File: config.mk
export PLATFORM = sky130hd
export DESIGN_NAME = mem_loop_ctrl_flat
export DESIGN_NICKNAME = d
export VERILOG_FILES = /design/src/rtl/mem_loop_ctrl_if.sv /design/src/rtl/mem_loop_ctrl.sv /design/src/flat_wrapper.sv
export SDC_FILE = /design/constraint.sdc
export NUM_CORES = 2
export LEC_CHECK = 0
export ABC_AREA = 1
export BUFFER_PORTS_ARGS = -buffer_cell sky130_fd_sc_hd__buf_2
export CORE_MARGIN = 4
export CORE_UTILIZATION = 60
export DETAILED_ROUTE_END_ITERATION = 8
export PLACE_DENSITY = 0.82
export SLEW_MARGIN = 5
export SYNTH_ARGS = -nofsm -noshare
export SYNTH_HDL_FRONTEND = slang
export SYNTH_SLANG_ARGS = --single-unit
File: constraint.sdc
create_clock -name clk -period 4.3 [get_ports clk]
set_input_delay 0.645 -clock clk [delete_from_list [all_inputs] [get_ports clk]]
set_output_delay 0.645 -clock clk [all_outputs]
set_load 0.01 [all_outputs]
File: src/rtl/mem_loop_ctrl_if.sv
// rtl/mem_loop_ctrl_if.sv - bus bundle between a loop-nest controller and its driver
//
// Carries the configuration/control inputs and the step/status outputs of
// mem_loop_ctrl. The master modport is the side that configures and starts
// the walk. The slave modport is the controller itself.
//   cfg_loop_iter_v / cfg_loop_iter : write one loop iteration count (count-1)
//   block_done                      : clear the loop configuration
//   start / stall                   : begin a walk / freeze stepping this cycle
//   start_out                       : one-cycle launch pulse
//   iter_done                       : [NUM_MAX_LOOPS] step strobe, [i] loop i wraps
//   busy / done                     : walk in progress / walk finished pulse
//   stall_cycles                    : stalled RUN cycle count (optional counter)
interface mem_loop_ctrl_if #(
    parameter int LOOP_ITER_W   = 16,
    parameter int NUM_MAX_LOOPS = 32
);
    logic                     cfg_loop_iter_v;
    logic [LOOP_ITER_W-1:0]   cfg_loop_iter;
    logic                     block_done;
    logic                     start;
    logic                     stall;
    logic                     start_out;
    logic [NUM_MAX_LOOPS:0]   iter_done;
    logic                     busy;
    logic                     done;
    logic [31:0]              stall_cycles;

    modport master (
        output cfg_loop_iter_v, cfg_loop_iter, block_done, start, stall,
        input  start_out, iter_done, busy, done, stall_cycles
    );

    modport slave (
        input  cfg_loop_iter_v, cfg_loop_iter, block_done, start, stall,
        output start_out, iter_done, busy, done, stall_cycles
    );
endinterface

File: src/rtl/mem_loop_ctrl.sv
// rtl/mem_loop_ctrl.sv - nested loop step controller for memory address walkers
//
// Holds up to NUM_MAX_LOOPS iteration counts (slot 0 outermost), and on start
// walks the whole nest, issuing one step strobe per non-stalled RUN cycle
// together with per-loop wrap flags.
// Ports:
//   clk   : clock, rising edge
//   reset : synchronous, active-high
//   bus   : mem_loop_ctrl_if.slave (config, start/stall, step/status outputs)
// Optional feature: define MEM_LOOP_CTRL_STALL_CNT_EN to build the saturating
// stall_cycles counter; otherwise stall_cycles is constant 0.
module mem_loop_ctrl #(
    parameter int LOOP_ID_W     = 5,
    parameter int LOOP_ITER_W   = 16,
    parameter int NUM_MAX_LOOPS = 1 << LOOP_ID_W
) (
    input  logic          clk,
    input  logic          reset,
    mem_loop_ctrl_if.slave bus
);
    typedef enum logic [1:0] {
        S_IDLE   = 2'd0,
        S_LAUNCH = 2'd1,
        S_RUN    = 2'd2,
        S_FIN    = 2'd3
    } state_t;

    localparam logic [LOOP_ID_W:0]   PTR_FULL = (LOOP_ID_W + 1)'(NUM_MAX_LOOPS);
    localparam logic [LOOP_ID_W:0]   PTR_ONE  = (LOOP_ID_W + 1)'(1);
    localparam logic [LOOP_ITER_W-1:0] CNT_ONE = LOOP_ITER_W'(1);

    state_t                  state;
    state_t                  state_nxt;
    logic [LOOP_ID_W:0]      ptr;
    logic [LOOP_ITER_W-1:0]  iter_max [NUM_MAX_LOOPS];
    logic [LOOP_ITER_W-1:0]  cnt      [NUM_MAX_LOOPS];
    logic [NUM_MAX_LOOPS-1:0] at_max;
    // wrap_chain[i]: every loop j >= i sits at its last iteration.
    // The top bit is a constant 1, so the chain doubles as the iter_done word.
    logic [NUM_MAX_LOOPS:0]  wrap_chain;
    logic                    start_acc;
    logic                    step;

    assign start_acc = (state == S_IDLE) && bus.start;
    assign step      = (state == S_RUN) && !bus.stall;

    // Configuration is only writable while idle; block_done beats a write.
    always_ff @(posedge clk) begin
        if (reset) begin
            ptr <= '0;
            for (int i = 0; i < NUM_MAX_LOOPS; i++) iter_max[i] <= '0;
        end else if (state == S_IDLE) begin
            if (bus.block_done) begin
                ptr <= '0;
                for (int i = 0; i < NUM_MAX_LOOPS; i++) iter_max[i] <= '0;
            end else if (bus.cfg_loop_iter_v && (ptr < PTR_FULL)) begin
                iter_max[ptr[LOOP_ID_W-1:0]] <= bus.cfg_loop_iter;
                ptr <= ptr + PTR_ONE;
            end
        end
    end

    // One equality compare per loop, then an AND chain from the innermost loop.
    always_comb begin
        at_max     = '0;
        wrap_chain = '0;
        for (int i = 0; i < NUM_MAX_LOOPS; i++) at_max[i] = (cnt[i] == iter_max[i]);
        wrap_chain[NUM_MAX_LOOPS] = 1'b1;
        for (int i = NUM_MAX_LOOPS - 1; i >= 0; i--) wrap_chain[i] = wrap_chain[i+1] & at_max[i];
    end

    // A loop advances when everything inside it wraps but it does not; loops
    // that wrap go back to 0. This carries like an odometer with per-digit limits.
    always_ff @(posedge clk) begin
        if (reset || start_acc) begin
            for (int i = 0; i < NUM_MAX_LOOPS; i++) cnt[i] <= '0;
        end else if (step) begin
            for (int i = 0; i < NUM_MAX_LOOPS; i++) begin
                if (wrap_chain[i]) cnt[i] <= '0;
                else if (wrap_chain[i+1]) cnt[i] <= cnt[i] + CNT_ONE;
            end
        end
    end

    always_ff @(posedge clk) begin
        if (reset) state <= S_IDLE;
        else       state <= state_nxt;
    end

    always_comb begin
        state_nxt = state;
        case (state)
            S_IDLE:   if (bus.start) state_nxt = S_LAUNCH;
            S_LAUNCH: state_nxt = S_RUN;
            S_RUN:    if (step && wrap_chain[0]) state_nxt = S_FIN;
            S_FIN:    state_nxt = S_IDLE;
            default:  state_nxt = S_IDLE;
        endcase
    end

    // Outputs are forced low while reset is held, even before the first edge.
    always_comb begin
        bus.start_out = 1'b0;
        bus.iter_done = '0;
        bus.busy      = 1'b0;
        bus.done      = 1'b0;
        if (!reset) begin
            bus.start_out = (state == S_LAUNCH);
            bus.busy      = (state != S_IDLE);
            bus.done      = (state == S_FIN);
            if (step) bus.iter_done = wrap_chain;
        end
    end

`ifdef MEM_LOOP_CTRL_STALL_CNT_EN
    logic [31:0] stall_cnt;

    always_ff @(posedge clk) begin
        if (reset || start_acc) stall_cnt <= '0;
        else if ((state == S_RUN) && bus.stall && (stall_cnt != '1)) stall_cnt <= stall_cnt + 32'd1;
    end

    assign bus.stall_cycles = reset ? '0 : stall_cnt;
`else
    assign bus.stall_cycles = '0;
`endif
endmodule

File: src/flat_wrapper.sv
// flat-port wrapper written by rule: the top's interface ports become plain ports
module mem_loop_ctrl_flat 
#(
    parameter int LOOP_ID_W     = 5,
    parameter int LOOP_ITER_W   = 16,
    parameter int NUM_MAX_LOOPS = 1 << LOOP_ID_W
)
  (clk, reset, bus_cfg_loop_iter_v, bus_cfg_loop_iter, bus_block_done, bus_start, bus_stall, bus_start_out, bus_iter_done, bus_busy, bus_done, bus_stall_cycles);
  mem_loop_ctrl_if #(.LOOP_ITER_W(LOOP_ITER_W), .NUM_MAX_LOOPS(NUM_MAX_LOOPS)) bus_i ();
  input  logic clk;
  input  logic reset;
  input wire logic [$bits(bus_i.cfg_loop_iter_v)-1:0] bus_cfg_loop_iter_v;
  input wire logic [$bits(bus_i.cfg_loop_iter)-1:0] bus_cfg_loop_iter;
  input wire logic [$bits(bus_i.block_done)-1:0] bus_block_done;
  input wire logic [$bits(bus_i.start)-1:0] bus_start;
  input wire logic [$bits(bus_i.stall)-1:0] bus_stall;
  output wire logic [$bits(bus_i.start_out)-1:0] bus_start_out;
  output wire logic [$bits(bus_i.iter_done)-1:0] bus_iter_done;
  output wire logic [$bits(bus_i.busy)-1:0] bus_busy;
  output wire logic [$bits(bus_i.done)-1:0] bus_done;
  output wire logic [$bits(bus_i.stall_cycles)-1:0] bus_stall_cycles;
  assign bus_i.cfg_loop_iter_v = bus_cfg_loop_iter_v;
  assign bus_i.cfg_loop_iter = bus_cfg_loop_iter;
  assign bus_i.block_done = bus_block_done;
  assign bus_i.start = bus_start;
  assign bus_i.stall = bus_stall;
  assign bus_start_out = bus_i.start_out;
  assign bus_iter_done = bus_i.iter_done;
  assign bus_busy = bus_i.busy;
  assign bus_done = bus_i.done;
  assign bus_stall_cycles = bus_i.stall_cycles;
  mem_loop_ctrl #(.LOOP_ID_W(LOOP_ID_W), .LOOP_ITER_W(LOOP_ITER_W), .NUM_MAX_LOOPS(NUM_MAX_LOOPS)) u_core (.clk(clk), .reset(reset), .bus(bus_i));
endmodule
==> metrics.md <==
| Metric | Value |
|---|---|
| RSZ-0062 raised after global routing | true |
| Gate power share | 0.162 |
| Worst Path Max Fanout | 6 |
| Worst Hold Class | in2reg |
| Area of the multi-input gates | 19,000 sq um |
| Area delta synth->final | 10.3% |
| CP Class | reg2out |
| Initial antenna violation count | 2 |
| Io pins | 90 |
| M1 WL | 48.1 mm |
| Leakage | 22.4 nW |
| Yosys reg bits | 1,032 |
| FILL cells | 6,266 |
| Worst path max stage delay | 0.42 ns |
| PD cells | 489 nW/um^2 |
| Total gr overflow | 0 |
| Initial Util | 0.605 |
| Critical path required time | 3.65 ns |
| Setup Total Neg Slack | 0 ns |
| Gr usage total | 0.260 |
| Clock share of power | 0.324 |
| Mean Syn Cell Area | 9.95 sq um |
| Row count | 108 |
| Final instance area | 57,900 sq um |
| Post-synth EDFFs | 1,024 |
| Die Y | 304 microns |
| Share of layout cells above drive strength 1 | 0.0939 |
| Clock Tree Buf Depth | 3 |
| Critical path, cell by cell | inv_1 -> nand2_1 -> nand2_1 -> nor2_1 -> nand2_1 -> nor2_1 -> nand2_2 -> nor2_1 -> nand2_1 -> nor2_4 -> nand2_2 -> nor2_2 -> inv_2 -> nor2_4 -> buf_6 -> clkinvlp_4 -> buf_4 -> nor3_4 -> buf_2 |
| Reg-to-reg endpoint | u_core.iter_max[26][8]$_SDFFCE_PN0P_ |
| Clock transition at path regs | 0.06 ns |
| Post-layout minimum cycle time | 4.20 ns |
| 1st-pass router iterations | 6 |
| Vias/cell | 5.66 |
| Cell Area, Synth | 52,500 sq um |
| Vias in the first global route | 36,000 |
| Maximum VDD drop | 0.355 mV |
| WL per Instance | 18.6 microns |
| Synth async-reset ratio | 0 |
| DIE WIDTH | 304 microns |
| Status | finished, final reports clean |
| Largest net degree at the start of global routing | 41 |
| Metal3 WL | 12.2 mm |
| Routability Congestion | 0.872 |
| Met2 WL | 58.7 mm |
| CTS sink cnt | 1,032 |
| Num CTS Buffers | 106 |
| Slew Limit Fails | 0 |
| N_diodes | 0 |
| Top_reg_cell synth | edfxtp_1 |
| Gate Count Post-Synth | 5,275 |
| DRT Wirelength | 124 mm |
| Sw frac | 0.290 |
| CP Capture Type | output pin |
| Crit path top cell by count | nand2_1 |
| Slowest cell on crit path | edfxtp_1 |
| Root Driver | clkbuf_16 |
| Post-route DRC | 0 |
| Worst slew pin tran | 1.16 ns |
| Crit share post-route | 0.977 |
| DR top layer | met5 |
| Clock latency on the worst-skew pair | 0.67 ns |
| Max cap viols | 0 |
| Pint | 20.1 mW |
| CTS tree | done |
| First-pass GRT wire length | 191 mm |
| Placed cell area | 54,100 sq um |
| Final Hold Viols | 0 |
| Reg2reg start | u_core.state[1]$_SDFFE_PP0P_ |
| Layout Skew | 0.0232 ns |
| Synth cell types | 55 |
| Rel. slew slack | 0.225 |
| WHS Endpoint | u_core.ptr[3]$_SDFFE_PP0P_ |
| Worst Hold Path Cells | 4 |
| Sequential Area | 30,900 sq um |
| Reg power frac | 0.514 |
| Startpoint Class | flip-flop |
| DRT iter0 DRCs | 4,186 |
| Port Buffers | 57 |
| Yosys Warn Count | 0 |
| Hold_ws | 0.378 ns |
| Nets | 5,467 |
| DP HPWL | 78.3 mm |
| CP arrival | 3.56 ns |
| Die ar. | 92,300 sq um |
| HP Start | bus_block_done |
| Vias after detailed routing | 37,600 |
| FMAX | 238 MHz |
| Worst-case reg-to-reg path depth | 8 |
| Register area share after synthesis | 0.589 |
| Setup violations, final | 0 |
| Core Box Area | 86,800 sq um |
| Routed Antenna Nets | 0 |
| Sw Pwr | 8.22 mW |
| R2r setup slk | 0.64 ns |
| Max H-tree Level | 3 |
==> layer usage <==
| layer | GRT usage | vias up |
|---|---|---|
| met5 | 0 | - |
| met4 | 0.0924 | 2 |
| met3 | 0.0433 | 327 |
| met2 | 0.429 | 1679 |
| met1 | 0.351 | 18000 |
| li1 | - | 17600 |
==> state kept, by name, summed over array words and instances (netlist names) <==
name and flops:
u_core.iter_max 512, u_core.cnt 512, u_core.ptr 6, u_core.state 2
==> per-stage QoR <==
| stage | power (mW) | setup WS [ns] | cells | util |
|---|---|---|---|---|
| detailed placement | 19.1 | 0.0487 | 6420 | 0.623 |
| finish | 28.3 | 0.0978 | 6649 | 0.668 |
| floorplan | 17.7 | 0.830 | 5306 | - |
| CTS | 28.3 | -0.0351 | 6624 | 0.664 |
| global route | 29.5 | -0.117 | 6649 | 0.668 |
| global placement | 18.9 | 0.0578 | 6420 | 0.623 |
==> cell type report <==
class	count	area share
Sequential cell	1032	0.534
Inverter	557	0.0362
Clock buffer	129	0.0484
Clock inverter	68	0.0109
Multi-Input combinational cell	3552	0.328
Tap cell	1155	0.0250
Timing Repair Buffer	156	0.0178
==> worst max-delay path: cells and delay by family (launching register included) <==
kind	cells	cell delay [ns]
AND/OR/NAND/NOR	13	1.62
flip-flops	1	0.42
buffers and inverters	6	0.85
==> Yosys cell counts (all sizes together), types with 16 or more instances <==
| cell | count | area, sq um |
|---|---|---|
| nor3b | 126 | 951 |
| nor2 | 1179 | 4530 |
| a31oi | 16 | 100 |
| xnor2 | 289 | 2530 |
| a21oi | 114 | 571 |
| nor4 | 33 | 206 |
| nand4 | 107 | 682 |
| ha | 40 | 500 |
| nor3 | 194 | 1090 |
| nand3 | 169 | 918 |
| buf | 53 | 392 |
| edfxtp | 1024 | 30700 |
| clkbuf | 112 | 420 |
| o21ai | 30 | 150 |
| inv | 557 | 2090 |
| xor2 | 307 | 2690 |
| or2 | 49 | 307 |
| nand2 | 821 | 3100 |
==> logic make-up after synthesis <==
kind of cell / Yosys count / synth area share
compound gates: 188 / 0.0198
xor+xnor: 596 / 0.0994
simple gates: 2696 / 0.227
flops: 1032 / 0.589
other cells: 1 / 0.0000714
fa+ha+maj: 40 / 0.00953
buf+inv: 722 / 0.0553
==> power by group through the flow <==
stage | registers, mW | logic, mW | clock network (mW)
after floorplan | 14.4 | 3.34 | 0
after CTS | 14.5 | 4.50 | 9.22
after global placement | 14.6 | 4.25 | 0
after global routing | 14.8 | 5.06 | 9.64
final | 14.6 | 4.59 | 9.16
after detailed placement | 14.7 | 4.42 | 0
==> worst max-delay path by stage <==
stage / startpoint / endpoint / slack [ns] / cells past startpoint
after floorplan: u_core.cnt[15][7]$_SDFFCE_PN0P_ / u_core.cnt[7][0]$_SDFFCE_PN0P_ / 0.83 / 12
after global placement: u_core.cnt[21][10]$_SDFFCE_PP0P_ / bus_iter_done[8] / 0.06 / 15
after detailed placement: u_core.cnt[21][10]$_SDFFCE_PP0P_ / bus_iter_done[8] / 0.05 / 15
after CTS: u_core.cnt[27][5]$_SDFFCE_PP0P_ / bus_iter_done[0] / -0.04 / 16
after global routing: u_core.cnt[25][5]$_SDFFCE_PP0P_ / bus_iter_done[0] / -0.12 / 19
final: u_core.cnt[30][0]$_SDFFCE_PP0P_ / bus_iter_done[8] / 0.1 / 19
==> cell usage in the layout (no fill, tap or decap), types with 17 or more instances in the layout <==
master,instances
inv_2,44
ha_1,40
inv_1,511
o21ai_0,21
clkbuf_1,19
xnor2_1,289
buf_2,57
edfxtp_1,1024
a21oi_1,114
nand4_1,105
nor3_2,21
conb_1,32
nor2_1,1136
xor2_1,307
nor3b_1,125
clkinv_1,17
nor4_1,33
clkbuf_16,108
nor3_1,169
nor2_4,17
clkinv_2,23
nand3_1,155
nor2_2,25
buf_4,98
nand2_1,805
or2_2,47
==> what timing repair did <==
item | in CTS | in global routing
hold endpoints to repair | 0 | 0
pin swaps | 1 | 6
setup buffers | 7 | 25
hold buffers | 0 | 0
setup endpoints to repair | 13 | 13
gates resized for setup | 16 | 32
(Power assumes the default switching activity.)
